**config.mk**
```make
export PLATFORM = sky130hd
export DESIGN_NAME = seg7_scanner
export DESIGN_NICKNAME = d
export VERILOG_FILES = /design/src/rtl/seg7_scanner.sv
export SDC_FILE = /design/constraint.sdc
export NUM_CORES = 1
export LEC_CHECK = 0
export BUFFER_PORTS_ARGS = -buffer_cell sky130_fd_sc_hd__buf_2
export CAP_MARGIN = 20
export CORE_MARGIN = 2
export CORE_UTILIZATION = 38
export CTS_BUF_LIST = sky130_fd_sc_hd__clkbuf_4 sky130_fd_sc_hd__clkbuf_8 sky130_fd_sc_hd__clkbuf_16
export CTS_CLUSTER_DIAMETER = 120
export DETAILED_ROUTE_END_ITERATION = 10
export PLACE_DENSITY = 0.59
export SLEW_MARGIN = 20
export SYNTH_ARGS = -nofsm -noshare
export SYNTH_HDL_FRONTEND = slang
export SYNTH_SLANG_ARGS = --single-unit
```
**constraint.sdc**
```tcl
create_clock -name clk -period 3.1 [get_ports clk]
set_input_delay 0.31 -clock clk [delete_from_list [all_inputs] [get_ports clk]]
set_output_delay 0.31 -clock clk [all_outputs]
set_load 0.02 [all_outputs]
```
**src/rtl/seg7_scanner.sv**
```systemverilog
// Multiplexed 7-segment scanner with double-buffered digit registers.
// Optional leading-zero suppression: define SEG7_LZ_SUPPRESS_EN.
module seg7_scanner #(
    parameter int NUM_DIGITS   = 4,
    parameter int DIV_COUNT    = 100000,
    parameter int BLANK_CYCLES = 16
) (
    input  logic                    clk,
    input  logic                    rst_n,
    input  logic                    load,
    input  logic [4*NUM_DIGITS-1:0] value,
    input  logic [NUM_DIGITS-1:0]   dp,
    input  logic [NUM_DIGITS-1:0]   blank_mask,
    output logic [NUM_DIGITS-1:0]   an,
    output logic [7:0]              seg,
    output logic                    frame_tick
);
    localparam int PW = $clog2(DIV_COUNT);
    localparam int IW = (NUM_DIGITS > 1) ? $clog2(NUM_DIGITS) : 1;

    logic [PW-1:0]           prescaler_q, prescaler_d;
    logic [IW-1:0]           index_q, index_d;
    logic [4*NUM_DIGITS-1:0] shadow_val_q, shadow_val_d;
    logic [NUM_DIGITS-1:0]   shadow_dp_q, shadow_dp_d;
    logic                    pending_q, pending_d;
    logic [4*NUM_DIGITS-1:0] disp_val_q, disp_val_d;
    logic [NUM_DIGITS-1:0]   disp_dp_q, disp_dp_d;
    logic                    boundary_q, boundary_d;
    logic [NUM_DIGITS-1:0]   an_q, an_d;
    logic [7:0]              seg_q, seg_d;
    logic                    frame_tick_q, frame_tick_d;

    logic                    tc, wrap, in_blank;
    logic [3:0]              cur_nib;
    logic                    cur_dp, cur_mask, cur_supp;
    logic [NUM_DIGITS-1:0]   cur_an;

    function automatic logic [6:0] hex7(input logic [3:0] n);
        case (n)
            4'h0: hex7 = 7'h40;
            4'h1: hex7 = 7'h79;
            4'h2: hex7 = 7'h24;
            4'h3: hex7 = 7'h30;
            4'h4: hex7 = 7'h19;
            4'h5: hex7 = 7'h12;
            4'h6: hex7 = 7'h02;
            4'h7: hex7 = 7'h78;
            4'h8: hex7 = 7'h00;
            4'h9: hex7 = 7'h10;
            4'hA: hex7 = 7'h08;
            4'hB: hex7 = 7'h03;
            4'hC: hex7 = 7'h46;
            4'hD: hex7 = 7'h21;
            4'hE: hex7 = 7'h06;
            default: hex7 = 7'h0E;
        endcase
    endfunction

`ifdef SEG7_LZ_SUPPRESS_EN
    logic [NUM_DIGITS-1:0] lz_supp;

    // Walk down from the most significant digit while nibbles stay zero.
    always_comb begin
        logic run;
        run     = 1'b1;
        lz_supp = '0;
        for (int unsigned k = NUM_DIGITS - 1; k >= 1; k--) begin
            run        = run && (disp_val_q[4*k +: 4] == 4'h0);
            lz_supp[k] = run;
        end
    end
`endif

    always_comb begin
        tc          = (prescaler_q == PW'(DIV_COUNT - 1));
        wrap        = tc && (index_q == IW'(NUM_DIGITS - 1));
        prescaler_d = tc ? '0 : prescaler_q + PW'(1);
        index_d     = index_q;
        if (tc) begin
            index_d = (index_q == IW'(NUM_DIGITS - 1)) ? '0 : index_q + IW'(1);
        end
        boundary_d   = wrap;
        frame_tick_d = boundary_q;
    end

    // A load landing on the boundary goes straight to the display and leaves pending clear.
    always_comb begin
        shadow_val_d = shadow_val_q;
        shadow_dp_d  = shadow_dp_q;
        pending_d    = pending_q;
        disp_val_d   = disp_val_q;
        disp_dp_d    = disp_dp_q;
        if (load) begin
            shadow_val_d = value;
            shadow_dp_d  = dp;
            pending_d    = 1'b1;
        end
        if (wrap) begin
            pending_d = 1'b0;
            if (load) begin
                disp_val_d = value;
                disp_dp_d  = dp;
            end else if (pending_q) begin
                disp_val_d = shadow_val_q;
                disp_dp_d  = shadow_dp_q;
            end
        end
    end

    always_comb begin
        cur_nib  = '0;
        cur_dp   = 1'b0;
        cur_mask = 1'b1;
        cur_supp = 1'b0;
        cur_an   = '1;
        for (int unsigned k = 0; k < NUM_DIGITS; k++) begin
            if (IW'(k) == index_q) begin
                cur_nib   = disp_val_q[4*k +: 4];
                cur_dp    = disp_dp_q[k];
                cur_mask  = blank_mask[k];
                cur_an[k] = 1'b0;
`ifdef SEG7_LZ_SUPPRESS_EN
                cur_supp  = lz_supp[k];
`endif
            end
        end
    end

    always_comb begin
        in_blank = (int'(prescaler_q) < BLANK_CYCLES);
        an_d     = '1;
        seg_d    = 8'hFF;
        if (!in_blank) begin
            if (!cur_mask) begin
                an_d = cur_an;
            end
            seg_d = {~cur_dp, cur_supp ? 7'h7F : hex7(cur_nib)};
        end
    end

    always_ff @(posedge clk or negedge rst_n) begin
        if (!rst_n) begin
            prescaler_q  <= '0;
            index_q      <= '0;
            shadow_val_q <= '0;
            shadow_dp_q  <= '0;
            pending_q    <= 1'b0;
            disp_val_q   <= '0;
            disp_dp_q    <= '0;
            boundary_q   <= 1'b0;
            an_q         <= '1;
            seg_q        <= 8'hFF;
            frame_tick_q <= 1'b0;
        end else begin
            prescaler_q  <= prescaler_d;
            index_q      <= index_d;
            shadow_val_q <= shadow_val_d;
            shadow_dp_q  <= shadow_dp_d;
            pending_q    <= pending_d;
            disp_val_q   <= disp_val_d;
            disp_dp_q    <= disp_dp_d;
            boundary_q   <= boundary_d;
            an_q         <= an_d;
            seg_q        <= seg_d;
            frame_tick_q <= frame_tick_d;
        end
    end

    assign an         = an_q;
    assign seg        = seg_q;
    assign frame_tick = frame_tick_q;

endmodule

```
==> results of run 1 <==
synthesized netlist by cell type, drive strengths merged (4+ instances only):
cell     n
o21ai    9
xor2     7
nor2    14
mux2    40
mux2i    4
nand2   15
nor2b    7
dfstp   12
xnor2    6
clkbuf   7
ha      12
a21oi    5
nand3   10
inv      5
dfrtp   62
power by group through the flow:
| stage | sequential, mW | combinational (mW) | clock, mW |
|---|---|---|---|
| global placement | 1.02 | 0.0854 | 0 |
| finish | 0.998 | 0.0826 | 0.830 |
| detailed placement | 1.02 | 0.0863 | 0 |
| global route | 1.00 | 0.0938 | 0.902 |
| CTS | 0.998 | 0.0867 | 0.858 |
| floorplan | 1.02 | 0.0394 | 0 |
registers in the layout, summed over array words and instances (netlist names):
signal	count
an	4
boundary_q	1
disp_dp_q	4
disp_val_q	16
frame_tick	1
index_q	2
pending_q	1
prescaler_q	17
seg	8
shadow_dp_q	4
shadow_val_q	16
metal layers:
layer  part of all wire (%)  vias up  routed length (um)  global-route usage, %
met2                     47       34                3016                  21.87
met4                    1.1        0                  68                  6.533
met1                     48     1044                3072                  18.91
met3                    3.2        8                 201                  3.901
met5                      0        -                   0                      0
li1                       -     1036                   -                      -
critical path: stages (launching register included):
cell      delay [ns]
dfrtp_1         0.40
inv_1           0.13
ha_1            0.28
nor2b_1         0.27
a22oi_1         0.14
a21oi_1         0.18
buf_4           0.16
inv_1           0.10
ha_1            0.30
nor2_1          0.05
a211o_1         0.28
o311ai_1        0.09
area by class of cell:
| cell class | instances | area share (%) |
|---|---|---|
| flip-flops and latches | 74 | 47.37 |
| multi-input cells | 175 | 37.40 |
| repair buffers | 43 | 5.714 |
| well taps | 108 | 3.429 |
| clock buffers | 10 | 3.333 |
| clock inverters | 6 | 2.286 |
| inverters | 5 | 0.4762 |
kinds of logic (layout without fill, tap and decap cells):
| logic type | Yosys count | after routing | share of synthesized area (%) |
|---|---|---|---|
| AND/OR/NAND/NOR | 72 | 72 | 12.00 |
| multiplexers | 44 | 44 | 16.59 |
| AO/OA/AOI/OAI | 34 | 34 | 6.902 |
| buffers and inverters | 14 | 64 | 1.983 |
| adder cells (fa/ha/maj) | 12 | 12 | 4.405 |
| flip-flops | 74 | 74 | 54.77 |
| XOR/XNOR | 13 | 13 | 3.341 |
worst max-delay path by stage:
stage | start | endpoint | slack, ns | depth (start not counted)
after CTS | index_q[0] | seg[1] | 0.61 | 11
after global routing | index_q[0] | seg[1] | 0.38 | 11
after global placement | index_q[0] | seg[1] | 0.71 | 11
after detailed placement | index_q[0] | seg[1] | 0.64 | 11
final | index_q[0] | seg[1] | 0.63 | 11
after floorplan | index_q[1] | seg[1] | 0.79 | 11
==> metrics.yaml, run 1 <==
worst_slew_pin_slew_ns: 0.8966
dr.pass1.iters: 4
synth_area_leaders: "dfrtp_1 (46%), dfstp_2 (9.3%), mux2_4 (8.8%), mux2_2 (6.6%), ha_1 (4.4%)"
grt_usage_pct: 14.25
final_core_util_pct: 45.19
placed_cells: 405
layout_common_cells: "dfrtp_1 (62), buf_2 (39), mux2_2 (20), mux2_4 (20)"
dp_slack_ns: 0.6365
place.gp.congestion: 0.8467
stdcell_count: 421
maxCapViolations: 0
clk_latency_ns: 0.35
layout_commonest_cell: "dfrtp_1"
wl_per_cell_um: 15.10
via_per_inst: 5.040
r2r-start: "index_q[0]"
portBuffers: 39
ys_warn_count: 0
tns_ns: 0
cts_root_buf: "clkbuf_8"
synthesis.nets: 302
ys.flop_type: "dfrtp_1"
placed_area_um2: 3720
syn-cell-area_um2: 3408
post_cts.repair.setup_buffers: 0
critPathArrivalTime_ns: 2.71
power.switching_uw: 415.2
reg2regPathDepth: 11
fill_cells: 802
setup_viol: 0
overflow: 0
p_total_mw: 1.911
chipWidth_um: 98.71
ant_nets: 0
relSlewSlack_pct: 40.23
yosysTopAreaCell: "dfrtp_1"
fin_crit_sh_pct: 79.55
ys_seq_area_share_pct: 54.77
seq_power_share_pct: 52.2
swShare_pct: 21.73
synth.distinct_cells: 47
outcome: "completed"
combPwrFrac_pct: 4.3
htree_levels: 3
synthToLayoutAreaGrowth_pct: 15.64
rsz0062_at_grt: "false"
drive_gt1_share_pct: 37.06
rrSetupSlack_ns: 0.63
fin_nets: 347
fin_area_um2: 3941
clkSinkCount: 74
whs_ns: 0.1702
seq_area_um2: 1867
synth.avg_cell_area_um2: 12.96
clk_pin_slew_worst_paths_ns: 0.08
finalWirelength_mm: 6.359
p_int_mw: 1.495
setup_ws_ns: 0.6339
drc: 0
leakagePower_nw: 1.784
hold_path.class: "input pin to async pin"
r2r-end: "seg[1]"
grt_pass1_vias: 2147
ys_ff_latch: 74
std_cell_rows: 34
cts_hold_buf: 0
num_antenna_cells: 0
cp.required_ns: 3.34
path_class: "flip-flop to flip-flop"
multi_input_area_um2: 1474
post-dp-hpwl_mm: 4.476
finalCriticalPeriod_ns: 2.466
hold_violations: 0
fmax_mhz: 405.5
synth_top_area_share_pct: 45.52
start_kind: "flip-flop"
dr_total_vias: 2122
dieArea_um2: 9743
cp_max_fo: 6
clk_path_buf_depth: 2
synth-edff-count: 0
drt_iter0_markers: 71
fp.coreArea_um2: 8721
grt_max_degree: 75
ys_async_sr_fraction_pct: 100.0
clkPwrFrac_pct: 43.5
fin_skew_ns: 0.008295
synthCells: 263
p_per_area_nw_per_um2: 484.7
post_cts_resized: 0
endpoint_kind: "flip-flop"
initial_core_util_pct: 39.08
cts_tree: "built"
ir_worst_vdd_mv: 0.1946
numCtsBuffers: 9
ioPinCount: 40
finalMaxSlewViolations: 0
die_y_um: 98.71
grt_pass1_wl_mm: 10.74
grt_antenna_before_repair: 0
(Power assumes the default switching activity.)
==> run 2: changes to the inputs <==
==> constraint.sdc (replaced) <==
create_clock -name clk -period 2.3 [get_ports clk]
set_input_delay 0.23 -clock clk [delete_from_list [all_inputs] [get_ports clk]]
set_output_delay 0.23 -clock clk [all_outputs]
set_load 0.02 [all_outputs]
==> run 2 against run 1 <==
  * Routed wire length is 0.49% higher
  * Critical endpoint unchanged
  * Via count is 0.66% higher
  * Register-to-register slack got worse by 0.50 ns
  * Flip-flop and latch count did not move
  * Die area stayed put
  * First-iteration DRC count increased by 17%
  * Non-clock buffer count is 7 higher
  * Clock skew barely moved
  * Combinational power increased by 44%
==> metrics.yaml, run 2 (same netlist as run 1, synthesis figures left out) <==
multi_input_area_um2: 1504  # +2.0%
ir_worst_vdd_mv: 0.2883  # +48%
path_class: "flip-flop to flip-flop"
cts_root_buf: "clkbuf_8"
finalCriticalPeriod_ns: 2.168  # -0.2982 ns
dieArea_um2: 9743  # unchanged
clk_latency_ns: 0.34  # about the same
seq_area_um2: 1867  # unchanged
synthToLayoutAreaGrowth_pct: 18.06
max_stage_delay_ns: 0.44  # +0.04 ns
final_core_util_pct: 46.14  # +0.95 points
place.gp.congestion: 0.7750  # -8.5%
largest_reg_flops: 17  # unchanged
htree_levels: 3  # unchanged
largestRegisters: "prescaler_q (17), disp_val_q (16), shadow_val_q (16)"
drive_gt1_share_pct: 40.94  # +3.9 points
portBuffers: 39  # unchanged
grt_usage_pct: 14.29  # +0.037 points
setup_viol: 0  # unchanged
num_antenna_cells: 0  # unchanged
grt_antenna_before_repair: 0  # unchanged
clk_path_buf_depth: 2  # unchanged
fin_crit_sh_pct: 94.26  # +15 points
cts_tree: "built"
drt_iter0_markers: 83  # +17%
layout_common_cells: "dfrtp_1 (62), buf_2 (39), mux2_2 (20), mux2_4 (20)"
fmax_mhz: 461.3  # +14%
fin_nets: 354  # +2.0%
placed_area_um2: 3794  # +2.0%
clkSinkCount: 74  # unchanged
layout_commonest_cell: "dfrtp_1"
critPathArrivalTime_ns: 2.40  # -0.31 ns
dr_total_vias: 2136  # +0.66%
rrSetupSlack_ns: 0.13  # -0.50 ns
grt_pass1_vias: 2229  # +3.8%
leakagePower_nw: 1.819  # +2.0%
grt_pass1_wl_mm: 10.90  # +1.5%
std_cell_rows: 34  # unchanged
cp_max_fo: 5  # -1
slowest_stage: "dfrtp_1"
fill_cells: 786  # -2.0%
outcome: "completed"
crit_start: "index_q[0]"
hold_path.class: "input pin to flip-flop"
fin_skew_ns: 0.008156  # -0.0001393 ns
overflow: 0  # unchanged
chipWidth_um: 98.71  # unchanged
ioPinCount: 40  # unchanged
ant_nets: 0  # unchanged
path_cells: "inv_2 > ha_1 > nor2b_4 > a22oi_1 > a21oi_2 > inv_2 > ha_1 > nor2_1 > a211o_1 > o311ai_1"
min-delay-start: "value[13]"
dr.pass1.iters: 4  # unchanged
r2r-start: "index_q[0]"
start_kind: "flip-flop"
finalMaxSlewViolations: 0  # unchanged
clk_pin_slew_worst_paths_ns: 0.08  # about the same
relSlewSlack_pct: 50.78  # +11 points
finalWirelength_mm: 6.390  # +0.49%
post-dp-hpwl_mm: 4.627  # +3.4%
numCtsBuffers: 9  # unchanged
grt_max_degree: 32  # -57%
die_y_um: 98.71  # unchanged
maxCapViolations: 0  # unchanged
p_per_area_nw_per_um2: 609.9  # +26%
tns_ns: 0  # unchanged
worst_slew_pin_slew_ns: 0.7383  # -0.1583 ns
top_register: "prescaler_q"
via_per_inst: 4.991  # -0.99%
wl_per_cell_um: 14.93  # -1.2%
endpoint_kind: "flip-flop"
fin_area_um2: 4024  # +2.1%
hold_violations: 0  # unchanged
p_total_mw: 2.454  # +28%
drc: 0  # unchanged
cp.required_ns: 2.53  # -0.81 ns
post_cts.repair.setup_buffers: 0  # unchanged
fp.coreArea_um2: 8721  # unchanged
initial_core_util_pct: 39.08  # unchanged
==> run 2: cell types whose count changed in the layout (fill, tap and decap cells not counted), sizes merged <==
cell / change
buf: +6
inv: -1
dlygate4sd3: +1
bufinv: -1
clkbuf: +1
clkinvlp: +1
==> run 2: report_power, final <==
part	leakage (nW)	internal (mW)	switching, mW	total, mW
Sequential	0.926	1.34	0.00850	1.35
Clock	0.0962	0.522	0.468	0.990
Combinational	0.797	0.0572	0.0614	0.119
Total	1.82	1.92	0.538	2.45
==> run 2: area by class of cell <==
class                           instances  share of cell area, %
Clock inverter                          5                  1.368
Timing Repair Buffer                   50                  7.587
Sequential cell                        74                  46.39
Multi-Input combinational cell        175                  37.38
Inverter                                5                 0.4664
Clock buffer                           11                  3.451
Tap cell                              108                  3.358
==> run 2: critical path, delay by kind of cell (launching register included) <==
kind | cells | cell delay, ns
AO/OA/AOI/OAI | 4 | 0.68
buffers and inverters | 2 | 0.20
AND/OR/NAND/NOR | 2 | 0.24
adder cells (fa/ha/maj) | 2 | 0.51
flip-flops | 1 | 0.44
==> run 2: worst paths after layout <==
path                                     to  depth (start not counted)
max in group asynchronous   shadow_val_q[0]                          3
max                                  seg[1]                         10
max reg2reg                          seg[1]                         10
min in group asynchronous   shadow_val_q[5]                          2
min                        shadow_val_q[13]                          2
min reg2reg                      frame_tick                          0
==> run 2: what timing repair did <==
item,in CTS,in global routing
hold buffers,1,0
gates resized for setup,1,9
hold endpoints to repair,26,0
endpoints found under the setup margin,4,5
pin swaps,0,2
==> run 2: metal layers <==
metal | routed length (um) | part of all wire (%) | vias to the layer above | track usage [%]
li1 | - | - | 1051 | -
met4 | 99 | 1.5 | 0 | 4.110
met1 | 3217 | 50 | 1043 | 20.41
met2 | 2831 | 44 | 33 | 20.88
met3 | 241 | 3.8 | 9 | 4.752
met5 | 0 | 0 | - | 0
==> run 2: metrics by stage <==
| step | worst slack [ns] | cells | hold WS [ns] |
|---|---|---|---|
| floorplan | 0.1072 | 263 | -0.06559 |
| global route | -0.02164 | 428 | 0.1232 |
| CTS | 0.03556 | 428 | 0.1230 |
| finish | 0.1321 | 428 | 0.1343 |
| detailed placement | -0.02444 | 411 | 0.3335 |
| global placement | 0.008555 | 411 | 0.3266 |
